[src/rtl/uart_rx_16x.sv]
// rtl/uart_rx_16x.sv - 16x-oversampled UART receiver with a 1-entry valid/ready holding register
module uart_rx_16x #(
   parameter int CLK_FREQ_HZ = 50000000,
   parameter int BAUD        = 115200,
   parameter int DATA_BITS   = 8,
   parameter int PARITY      = 0
) (
   input  logic       clk,
   input  logic       reset,
   input  logic       rx_pin,
   output logic [7:0] rx_data,
   output logic       rx_valid,
   input  logic       rx_ready,
   output logic       rx_parity_err,
   output logic       rx_frame_err,
   output logic       rx_break,
   output logic       rx_overrun,
   output logic       rx_busy
);
   localparam int DIV = (CLK_FREQ_HZ + 8 * BAUD) / (16 * BAUD);
   localparam int PW  = (DIV < 2) ? 1 : $clog2(DIV);
   localparam logic [PW-1:0] PRESC_MAX = PW'(DIV - 1);
   localparam logic [2:0]    BIT_LAST  = 3'(DATA_BITS - 1);

   generate
      if (DIV < 2) begin : g_bad_div
         $error("uart_rx_16x: DIV must be at least 2");
      end
      if (DATA_BITS < 5 || DATA_BITS > 8 || PARITY < 0 || PARITY > 2) begin : g_bad_fmt
         $error("uart_rx_16x: unsupported frame format");
      end
   endgenerate

   typedef enum logic [2:0] {S_IDLE, S_START, S_DATA, S_PARITY, S_STOP, S_WAIT_IDLE} state_t;
   state_t r_state, w_next;

   logic [1:0]    r_sync;
   logic          r_rx_prev;
   logic [PW-1:0] r_presc;
   logic [3:0]    r_cnt16;
   logic [2:0]    r_bit;
   logic [7:0]    r_shift;
   logic          r_par_bit;
   logic          r_stop_bit;
   logic          r_commit;
   logic          w_rx_s, w_fall, w_tick, w_tick16, w_par_err, w_break, w_load;

   assign w_rx_s    = r_sync[1];
   assign w_fall    = r_rx_prev & ~w_rx_s;
   assign w_tick    = (r_presc == PRESC_MAX);
   assign w_tick16  = w_tick & (r_cnt16 == 4'hF);
   assign w_par_err = (PARITY != 0) && ((^r_shift ^ r_par_bit) != (PARITY == 1));
   assign w_break   = ~r_stop_bit & (r_shift == 8'h00) & ~r_par_bit;
   assign w_load    = ~rx_valid | rx_ready;
   assign rx_busy   = (r_state != S_IDLE);

   always_ff @(posedge clk or posedge reset) begin
      if (reset) r_state <= S_IDLE;
      else       r_state <= w_next;
   end

   always_comb begin
      w_next = r_state;
      case (r_state)
         S_IDLE:      if (w_fall) w_next = S_START;
         S_START:     if (w_tick && r_cnt16 == 4'd7) w_next = w_rx_s ? S_IDLE : S_DATA;
         S_DATA:      if (w_tick16 && r_bit == BIT_LAST) w_next = (PARITY != 0) ? S_PARITY : S_STOP;
         S_PARITY:    if (w_tick16) w_next = S_STOP;
         // Stop=1 resyncs at mid stop so a following start edge is caught immediately
         S_STOP:      if (w_tick16) w_next = w_rx_s ? S_IDLE : S_WAIT_IDLE;
         S_WAIT_IDLE: if (w_rx_s) w_next = S_IDLE;
         default:     w_next = S_IDLE;
      endcase
   end

   always_ff @(posedge clk or posedge reset) begin
      if (reset) begin
         r_sync     <= 2'b11;
         r_rx_prev  <= 1'b1;
         r_presc    <= '0;
         r_cnt16    <= '0;
         r_bit      <= '0;
         r_shift    <= '0;
         r_par_bit  <= 1'b0;
         r_stop_bit <= 1'b1;
         r_commit   <= 1'b0;
      end else begin
         r_sync    <= {r_sync[0], rx_pin};
         r_rx_prev <= w_rx_s;
         r_commit  <= 1'b0;
         if ((r_state == S_IDLE && w_fall) || w_tick) r_presc <= '0;
         else                                         r_presc <= r_presc + PW'(1);
         case (r_state)
            S_IDLE: if (w_fall) begin
               r_cnt16   <= '0;
               r_bit     <= '0;
               r_shift   <= '0;
               r_par_bit <= 1'b0;
            end
            S_START: if (w_tick) r_cnt16 <= (r_cnt16 == 4'd7) ? 4'd0 : r_cnt16 + 4'd1;
            S_DATA: if (w_tick) begin
               r_cnt16 <= r_cnt16 + 4'd1;
               if (r_cnt16 == 4'hF) begin
                  r_shift[r_bit] <= w_rx_s;
                  r_bit          <= r_bit + 3'd1;
               end
            end
            S_PARITY: if (w_tick) begin
               r_cnt16 <= r_cnt16 + 4'd1;
               if (r_cnt16 == 4'hF) r_par_bit <= w_rx_s;
            end
            S_STOP: if (w_tick) begin
               r_cnt16 <= r_cnt16 + 4'd1;
               if (r_cnt16 == 4'hF) begin
                  r_stop_bit <= w_rx_s;
                  r_commit   <= 1'b1;
               end
            end
            default: ;
         endcase
      end
   end

   always_ff @(posedge clk or posedge reset) begin
      if (reset) begin
         rx_data       <= 8'h00;
         rx_valid      <= 1'b0;
         rx_parity_err <= 1'b0;
         rx_frame_err  <= 1'b0;
         rx_break      <= 1'b0;
         rx_overrun    <= 1'b0;
      end else begin
         rx_parity_err <= 1'b0;
         rx_frame_err  <= 1'b0;
         rx_break      <= 1'b0;
         rx_overrun    <= 1'b0;
         if (r_commit) begin
            rx_parity_err <= w_par_err;
            rx_frame_err  <= ~r_stop_bit;
            rx_break      <= w_break;
            if (w_load) begin
               rx_data  <= r_shift;
               rx_valid <= 1'b1;
            end else begin
               rx_overrun <= 1'b1;
            end
         end else if (rx_valid && rx_ready) begin
            rx_valid <= 1'b0;
         end
      end
   end
endmodule
[config.mk]
export PLATFORM = sky130hd
export DESIGN_NAME = uart_rx_16x
export DESIGN_NICKNAME = d
export VERILOG_FILES = /design/src/rtl/uart_rx_16x.sv
export SDC_FILE = /design/constraint.sdc
export NUM_CORES = 1
export LEC_CHECK = 0
export ABC_AREA = 1
export CORE_MARGIN = 5
export CORE_UTILIZATION = 57
export DETAILED_ROUTE_END_ITERATION = 8
export PLACE_DENSITY = 0.86
export SLEW_MARGIN = 20
export SYNTH_ARGS = -nofsm -noshare
export SYNTH_HDL_FRONTEND = slang
export SYNTH_SLANG_ARGS = --single-unit
[constraint.sdc]
create_clock -name clk -period 1.7 [get_ports clk]
set_input_delay 0.34 -clock clk [delete_from_list [all_inputs] [get_ports clk]]
set_output_delay 0.34 -clock clk [all_outputs]
set_load 0.01 [all_outputs]
Word level (Yosys, flattened, before mapping)
Index checks and enable logic that the tools add are counted.

Bits in latches: 0. Output and inout bits: 14. Flip-flop bits (word level): 41. Logic and storage cells: 112. Bits in read-only memories: 0. Bits of input ports: 4. Memories: 0. Memory bits (writable): 0.

Mux-type cells: 40. Shifts and indexed selects: 0. Magnitude comparators: 2. Add/sub/neg operators: 3. Div/mod/pow operators: 0. Bitwise logic cells: 9. Reductions and logical operators: 21. Multipliers: 0. Equal/unequal tests: 22.

Operators with widths (count): $mux W3 (10); $mux W8 (3); $ne A2 B2 Y1 const B (11); $pmux W3 S6 (1); $mux W4 (4); $pmux W8 S2 (1); $mux W1 (14); $pmux W4 S3 (1); $reduce_and A4 Y1 (3); $eq A3 B3 Y1 const B (3); $bwmux W8 (1); $logic_not A8 Y1 (1); $eq A3 B2 Y1 const B (2); $pmux W3 S2 (1); $reduce_and A6 Y1 (1); $reduce_bool A2 Y1 (3); $reduce_bool A3 Y1 (2); $add A5 B1 Y5 const B (1); $eq A5 B5 Y1 const B (1); $logic_and A1 B1 Y1 (5); $mux W5 (1); $add A4 B1 Y4 const B (1); $and A1 B1 Y1 (4); $eq A4 B3 Y1 const B (1); 16 further kinds (21).

Longest topological paths before layout
Gate-level depths: netlist of the first run.

Depth after elaboration: 8. Gate-level depth with buffers: 9. Gate-level depth less buffers: 9.

Least setup slack after synthesis of the first run
No wires, ideal clock.

Path kind: reg-to-reg. From: register r_presc[0]. To: register r_shift[7]. Library setup time: 0.117 ns. Required time: 1.583 ns. Stages on the path, launching flop included: 9. Period minus slack after synthesis: 1.431 ns. Slack: 0.269 ns. Arrival time: 1.314 ns. Cell sequence: dfrtp_1 -> inv_1 -> ha_1 -> nand4_1 -> o21ai_4 -> buf_6 -> nand3_1 -> nand2_1 -> nand2_1.

Cells in the longest elaborated chain, start to end: 3.

RTL lines: start, declared (line 39) `logic [PW-1:0] r_presc;`; start signal, assigned (line 92) `else r_presc <= r_presc + PW'(1);`; $eq A5 B5 Y1 (line 50) `assign w_tick = (r_presc == PRESC_MAX);`; $ne A2 B2 Y1 (no line); $reduce_and A4 Y1 (no line); end signal, assigned by index (line 104) `r_shift[r_bit] <= w_rx_s;`; end, declared (line 42) `logic [7:0] r_shift;`.

No other way between the ends. A chain may end at the register's enable or synchronous reset.

Worst setup path after layout of the first run
From: register r_state[0]. To: output port rx_busy.

Cells in the longest elaborated chain, start to end: 1.

RTL lines: start, declared (line 35) `state_t r_state, w_next;`; start signal, assigned (line 59) `else r_state <= w_next;`; $reduce_bool A3 Y1 (line 55) `assign rx_busy = (r_state != S_IDLE);`; end, declared (line 18) `output logic rx_busy`.

No other way between the ends.

==> results of run 1 <==
==> worst max-delay path, delay by kind of cell (launching register included) <==
kind,cells,cell delay [ns]
AND/OR/NAND/NOR,2,0.22
buffers and inverters,1,0.30
flip-flops,1,0.47
==> power groups by stage <==
| stage | combinational [W] | clock, W | sequential, W |
|---|---|---|---|
| 2_1_floorplan | 0.00102 | 0 | 0.00127 |
| 3_3_place_gp | 0.00118 | 0 | 0.00131 |
| 3_5_place_dp | 0.00121 | 0 | 0.00132 |
| 4_1_cts | 0.00121 | 0.000804 | 0.00130 |
| 5_1_grt | 0.00143 | 0.000854 | 0.00134 |
| 6_report | 0.00126 | 0.000790 | 0.00131 |
==> final cells by class <==
cell class                      instances  area, um^2  area share (%)
Timing Repair Buffer                   25       251.5           9.776
Inverter                               35       131.4           5.107
Tap cell                               48       60.06           2.335
Multi-Input combinational cell        177       979.7           38.08
Clock inverter                          3       46.29           1.800
Clock buffer                            5       68.82           2.675
Sequential cell                        41        1035           40.22
==> per-stage QoR <==
stage               hold WS, ns  setup WS [ns]  TNS (ns)  std cells
global route             0.3602       -0.02829  -0.04743        334
global placement         0.3461         0.1146         0        324
floorplan                0.3445         0.2691         0        259
CTS                      0.3592        0.02518         0        332
finish                   0.3585        0.07361         0        334
detailed placement       0.3475        0.04369         0        324
==> metal layers <==
layer / share of wire, % / GRT usage [%] / vias to the layer above
met2: 48 / 30.61 / 30
met3: 4.1 / 5.125 / 6
met5: 0 / 0 / -
met1: 46 / 22.21 / 822
met4: 2.0 / 8.142 / 0
li1: - / - / 877
==> flip-flops by register name, indices dropped and copies added (netlist names) <==
register      cells
r_bit             3
r_cnt16           4
r_commit          1
r_par_bit         1
r_presc           5
r_rx_prev         1
r_shift           8
r_state           3
r_stop_bit        1
r_sync            2
rx_break          1
rx_data           8
rx_frame_err      1
rx_overrun        1
rx_valid          1
==> cell families after synthesis <==
family / synth area share [%]
multiplexers: 0.5151
adder cells (fa/ha/maj): 2.862
AND/OR/NAND/NOR: 31.14
flip-flops: 47.17
other: 0.1716
buffers and inverters: 8.586
AO/OA/AOI/OAI: 7.556
XOR/XNOR: 2.003
==> final timing paths <==
kind	end	slack, ns	cells after the start
worst max-delay path	rx_busy	0.07	3
min in group asynchronous	r_presc[1]	0.41	3
worst min-delay path	r_sync[1]	0.36	0
max in group asynchronous	r_stop_bit	1.04	3
worst max register to register	r_bit[2]	0.13	8
worst min register to register	r_sync[1]	0.36	0
==> Yosys cell counts, drive strengths merged <==
cell type	count	area share (%)
a21oi	4	2.1
buf	5	2.4
clkbuf	1	0.17
conb	1	0.17
dfrtp	37	42
dfstp	4	4.8
ha	5	2.9
inv	35	6.0
mux2	1	0.52
nand2	77	14
nand3	29	6.6
nand4	9	2.6
nor2	23	5.7
nor3	3	1.7
nor4	1	0.29
o21a	2	0.69
o21ai	17	4.8
xnor2	1	0.40
xor2	4	1.6
==> what timing repair did <==
| action | in CTS | in global routing |
|---|---|---|
| hold buffers | 0 | 0 |
| endpoints found under the setup margin | 1 | 15 |
| hold endpoints to repair | 0 | 0 |
| setup buffers | 0 | 2 |
| resized for setup | 4 | 2 |
| pin swaps | 0 | 2 |
==> impl_metrics.tcl, run 1 <==
set metrics [dict create \
    fillers 297 \
    path_clk_slew_ns 0.08 \
    cp_slowest_stage_delay_ns 0.47 \
    ys_ff_latch 41 \
    ys_seq_area_share_pct 47.17 \
    drt_iter0_markers 94 \
    drive_gt1_share_pct 18.53 \
    synth_nets 268 \
    grt_pass1_vias 1696 \
    startpoint_type "register" \
    worstPathRequired_ns 1.36 \
    startpoint "r_state[0]" \
    gp_congestion 0.9078 \
    worstPathCellList "nor2_4, nand2_1, dlygate4sd2_1" \
    pwr_density_cell_nw_per_um2 1303 \
    final_design_area_no_fill_um2 2572 \
    period_share_pct 95.67 \
    drt-total-wl_mm 4.033 \
    cp_slowest_cell "dfrtp_2" \
    die-area_um2 5173 \
    r2r_start "r_presc[0]" \
    clkSinkCount 41 \
    worstSetupPathType "register to output port" \
    p_int_w 0.002052 \
    hold_viol_final 0 \
    combPwrFrac_pct 37.5 \
    cts_buffers 5 \
    die_h_um 71.93 \
    layout_common_cells "nand2_1 (70), dfrtp_1 (34), inv_1 (29), nand3_1 (29), nor2_1 (16)" \
    cts_max_path_buffers 2 \
    antenna_found_initial 0 \
    fp.dieW_um 71.93 \
    finalSetupViolCount 0 \
    drc 0 \
    start_util_pct 59.26 \
    syn_inst 259 \
    endpoint_kind "output port" \
    hpwlAfterDp_mm 2.920 \
    seqPwrFrac_pct 39.0 \
    fin_util_pct 69.74 \
    cp.arrival_ns 1.29 \
    irDropWorstVdd_v 0.001067 \
    power_frac_clock_pct 23.6 \
    wire_per_inst_um 12.07 \
    h-tree-depth 2 \
    synth_area_um2 2186 \
    grt_use_total_pct 18.38 \
    p_switching_w 0.001300 \
    postPlaceCellArea_um2 2415 \
    postSynthAreaPerCell_um2 8.440 \
    crit_fanout 5 \
    vias 1735 \
    ant_nets 0 \
    grt_pass1_wl_mm 7.465 \
    p_leak_nw 1.232 \
    boundaryPins 18 \
    diodes 0 \
    min_from "r_sync[0]" \
    grt_max_degree 42 \
    cts_tree "built" \
    first_pass_iters 4 \
    fin_total_pwr_w 0.003352 \
    core_um2 3689 \
    num_rows 22 \
    p_sw_share_pct 38.79 \
    clock.fmax_ghz 0.6149 \
    vias_per_cell 5.195 \
    overflow 0 \
    final_common_cell "nand2_1" \
    skew_ns 0.005371 \
    outcome "finished, final reports clean" \
    finalNetCount 294 \
    drv_slew 0 \
    min_period_ns 1.626 \
    area_growth_pct 17.69 \
    ys_warn_count 0 \
    cts-root-buf "clkbuf_8" \
    hp-class "register to register" \
    clkLatencyLatePin_ns 0.30 \
    cap_violations 0 \
    portBuffers 16 \
    synth.distinct_cells 31 \
]
Power figures use the tool's default switching activity.
==> run 2: changes to the inputs <==
--- a/config.mk
+++ b/config.mk
@@ -9,6 +9,8 @@
 export CORE_MARGIN = 5
 export CORE_UTILIZATION = 57
 export DETAILED_ROUTE_END_ITERATION = 8
+export HOLD_SLACK_MARGIN = 0.02
+export MAX_ROUTING_LAYER = met4
 export PLACE_DENSITY = 0.86
 export SLEW_MARGIN = 20
 export SYNTH_ARGS = -nofsm -noshare
==> run 2 against run 1 <==
  * Register-to-register slack hardly changed
  * Via count down 0.12%
  * Final cell count up 0.60%
  * Wire length grew 1.0%
  * Clock-buffer cell count rose by 1
  * Sequential power about the same
  * Flip-flop and latch count stayed put
  * Critical path depth stayed put
  * Combinational power barely moved
  * Clock power up 4.1%
  * Sequential share of layout area hardly changed
  * Utilization is essentially flat
  * Critical path type unchanged
  * Largest cell class unchanged
==> impl_metrics.tcl, run 2 (synthesis gave the netlist of run 1 again) <==
set metrics [dict create \
    vias 1733 \
    postPlaceCellArea_um2 2422 \
    drt_iter0_markers 88 \
    clock.fmax_ghz 0.6138 \
    drc 0 \
    grt_pass1_wl_mm 7.141 \
    worstSetupPathType "register to output port" \
    finalSetupViolCount 0 \
    finalNetCount 296 \
    hpwlAfterDp_mm 2.969 \
    portBuffers 16 \
    hold_buffers 0 \
    hold_viol_final 0 \
    die_h_um 71.93 \
    final_design_area_no_fill_um2 2571 \
    fillers 276 \
    grt_pass1_vias 1634 \
    grt_use_total_pct 18.11 \
    final_common_cell "nand2_1" \
    hp-class "register to register" \
    startpoint "r_state[0]" \
    rsz0062_at_grt "no" \
    cts-root-buf "clkbuf_8" \
    cap_violations 0 \
    cts_max_path_buffers 2 \
    h-tree-depth 2 \
    drt-total-wl_mm 4.074 \
    irDropWorstVdd_v 0.0009631 \
    tns_ns 0 \
    pwr_density_cell_nw_per_um2 1313 \
    skew_ns 0.005410 \
    diodes 0 \
    layout_common_cells "nand2_1 (70), dfrtp_1 (35), inv_1 (29), nand3_1 (29), nor2_1 (16)" \
    ant_nets 0 \
    first_pass_iters 4 \
    cts_tree "built" \
    outcome "finished, final reports clean" \
    top_regs "r_shift x8, rx_data x8, r_presc x5" \
    endpoint_kind "output port" \
    core_um2 3689 \
    path_clk_slew_ns 0.08 \
    layout_setup_ws_ns 0.07067 \
    min_period_ns 1.629 \
    boundaryPins 18 \
    die-area_um2 5173 \
    clkLatencyLatePin_ns 0.30 \
    wire_per_inst_um 12.13 \
    clkSinkCount 41 \
    area_growth_pct 17.63 \
    worstPathRequired_ns 1.36 \
    gp_congestion 0.9144 \
    reg2reg_depth 9 \
    fin_total_pwr_w 0.003376 \
    drv_slew 0 \
    start_util_pct 59.26 \
    hold_depth 0 \
    vias_per_cell 5.158 \
    r2r_slack_ns 0.13 \
    overflow 0 \
    cp.arrival_ns 1.29 \
    pre_cts_ws_ns 0.02660 \
    p_leak_nw 1.239 \
    r2r_start "r_presc[0]" \
    grt_max_degree 42 \
    crit_fanout 5 \
    min_from "r_sync[0]" \
    num_rows 22 \
    cts_buffers 5 \
    period_share_pct 95.84 \
    antenna_found_initial 0 \
    fp.dieW_um 71.93 \
    drive_gt1_share_pct 18.75 \
    startpoint_type "register" \
]
## run 2: what timing repair did
item,in CTS,in global routing
setup endpoints to repair,4,6
resized for setup,3,1
pin swaps,1,1
buffers inserted,2,1
## run 2: per-layer routing
metal | part of all wire [%] | GRT usage, % | routed length [um]
met2 | 47 | 27.86 | 1910
met3 | 4.4 | 5.679 | 178
met4 | 1.5 | 5.219 | 61
met5 | 0 | - | 0
met1 | 47 | 23.15 | 1923
## run 2: final cells by class
type / count / area (um^2) / area share (%)
clock buffers: 6 / 82.58 / 3.212
clock inverters: 2 / 37.54 / 1.460
inverters: 35 / 131.4 / 5.109
multi-input cells: 177 / 972.2 / 37.81
flip-flops and latches: 41 / 1033 / 40.19
well taps: 48 / 60.06 / 2.336
repair buffers: 27 / 254.0 / 9.878
## run 2: worst paths after layout
path,endpoint
worst max-delay path,rx_busy
worst min-delay path,r_sync[1]
worst max register to register,r_state[2]
worst min register to register,r_sync[1]
max in group asynchronous,r_sync[1]
min in group asynchronous,r_presc[2]
## run 2: stage by stage
step,util [%],std cells,hold WS [ns]
3_5_place_dp,65.67,325,0.3487
4_1_cts,69.37,335,0.3598
6_report,69.71,336,0.3634
2_1_floorplan,-,259,0.3445
5_1_grt,69.71,336,0.3677
3_3_place_gp,65.67,325,0.3463
## run 2: critical path: stages (launching register included)
cell	delay [ns]
dfrtp_2	0.47
nor2_4	0.12
nand2_1	0.10
dlygate4sd2_1	0.30
## run 2: where the power goes
group	internal (W)	switching [W]
Sequential	0.00112	0.000181
Clock	0.000477	0.000345
Combinational	0.000480	0.000770
==> run 3: changes to the inputs <==
--- a/config.mk
+++ b/config.mk
@@ -12,6 +12,7 @@
 export HOLD_SLACK_MARGIN = 0.02
 export MAX_ROUTING_LAYER = met4
 export PLACE_DENSITY = 0.86
+export SETUP_SLACK_MARGIN = 0.1
 export SLEW_MARGIN = 20
 export SYNTH_ARGS = -nofsm -noshare
 export SYNTH_HDL_FRONTEND = slang
==> run 3 against run 2 <==
  * Sequential power is essentially flat
  * Sequential share of layout area shrank 0.79 points
  * Register-to-register slack gained 0.08 ns
  * Largest cell class unchanged
  * Total power grew 2.6%
  * Design area grew 2.0%
  * Die area is the same
  * Highest routed layer unchanged
==> impl_metrics.tcl, run 3 (synthesis gave the netlist of run 1 again) <==
set metrics [dict create \
    hp-class "register to register" \
    outcome "finished, final reports clean" \
    clkSinkCount 41 \
    postPlaceCellArea_um2 2422 \
    pwr_density_cell_nw_per_um2 1321 \
    first_pass_iters 4 \
    crit_fanout 2 \
    hpwlAfterDp_mm 2.969 \
    grt_use_total_pct 18.14 \
    overflow 0 \
    clkLatencyLatePin_ns 0.30 \
    hold_viol_final 0 \
    finalSetupViolCount 0 \
    cp_slowest_cell "clkdlybuf4s50_1" \
    portBuffers 16 \
    p_leak_nw 1.279 \
    area_growth_pct 19.98 \
    num_rows 22 \
    finalNetCount 299 \
    critPathTopFamily "buffers and inverters" \
    path_clk_slew_ns 0.08 \
    tns_ns 0 \
    top_regs "r_shift x8, rx_data x8, r_presc x5" \
    r2r_slack_ns 0.21 \
    rsz0062_at_grt "no" \
    layout_common_cells "nand2_1 (70), dfrtp_1 (35), inv_1 (29), nand3_1 (29), nor2_1 (16)" \
    fin_util_pct 71.10 \
    drt_iter0_markers 105 \
    period_share_pct 91.01 \
    skew_ns 0.005403 \
    dr.max_layer_used "met4" \
    diodes 0 \
    antenna_found_initial 0 \
    final_design_area_no_fill_um2 2623 \
    gp_congestion 0.9144 \
    wl_met1_mm 1.948 \
    irDropWorstVdd_v 0.0009685 \
    start_util_pct 59.26 \
    min_period_ns 1.547 \
    routed-wl-met3_um 192 \
    worstPathRequired_ns 1.36 \
    endpoint_kind "output port" \
    drc 0 \
    ant_nets 0 \
    grt_pass1_vias 1632 \
    worstSetupPathType "register to output port" \
    die_h_um 71.93 \
    die-area_um2 5173 \
    cts-root-buf "clkbuf_8" \
    hold_buffers 0 \
    fin_total_pwr_w 0.003465 \
    cp.arrival_ns 1.21 \
    cts_max_path_buffers 2 \
    clock.fmax_ghz 0.6464 \
    startpoint_type "register" \
    vias_per_cell 5.159 \
    cap_violations 0 \
    fp.dieW_um 71.93 \
    cp_num_buf_inv 1 \
    cts_buffers 5 \
    boundaryPins 18 \
    wl_met2_mm 2.017 \
    final_common_cell "nand2_1" \
    grt_pass1_wl_mm 7.155 \
    worstPathCellList "clkdlybuf4s50_1" \
    cts_tree "built" \
    cp_slowest_stage_delay_ns 0.55 \
    drv_slew 0 \
    core_um2 3689 \
    vias 1749 \
    drive_gt1_share_pct 20.27 \
    wire_per_inst_um 12.45 \
    grt_max_degree 42 \
    drt-total-wl_mm 4.220 \
    h-tree-depth 2 \
]
## run 3: cell types whose count changed in the layout (fill, tap and decap cells not counted)
cell             delta
a21oi_2             -1
a21oi_4             +1
buf_12              +1
buf_4               +1
buf_8               +1
clkbuf_2            +1
clkdlybuf4s50_1     -1
dlygate4sd2_1       -1
dlymetal6s2s_1      +1
ha_1                -1
ha_2                +1
## run 3: what timing repair did
action                     in CTS  in global routing
gates resized for setup         4                  7
setup buffers                   2                  4
pin swaps                       2                  2
setup endpoints to repair      15                 16
## run 3: through the flow
step	hold WS [ns]	std cells	setup WS, ns
global route	0.3677	339	0.08738
CTS	0.3598	335	0.07750
detailed placement	0.3487	325	0.02660
finish	0.3606	339	0.1529
global placement	0.3463	325	0.1139
floorplan	0.3445	259	0.2691
## run 3: cell type report
type	instances	area, um^2
multi-input combinational	177	982.2
sequential	41	1033
tap	48	60.06
clock buffer	6	82.58
clock inverter	2	37.54
timing repair buffer	30	295.3
fill	272	1066
inverter	35	131.4
## run 3: final timing paths
path / from / endpoint / cells after the start
hold / removal: r_sync[0] / r_sync[1] / 0
setup reg to reg: r_cnt16[0] / r_bit[1] / 9
setup / recovery: rx_data[0] / rx_data[0] / 1
min in group asynchronous: reset / r_presc[2] / 3
max in group asynchronous: reset / r_rx_prev / 3
hold reg to reg: r_sync[0] / r_sync[1] / 0
## run 3: power by group
| part | internal (W) | switching (W) |
|---|---|---|
| Combinational | 0.000536 | 0.000803 |
| Clock | 0.000477 | 0.000345 |
| Sequential | 0.00112 | 0.000180 |
## run 3: layer usage
| metal | GRT usage (%) | vias to the layer above |
|---|---|---|
| li1 | - | 886 |
| met3 | 5.679 | 7 |
| met4 | 5.219 | 0 |
| met5 | - | - |
| met2 | 27.86 | 37 |
| met1 | 23.24 | 819 |
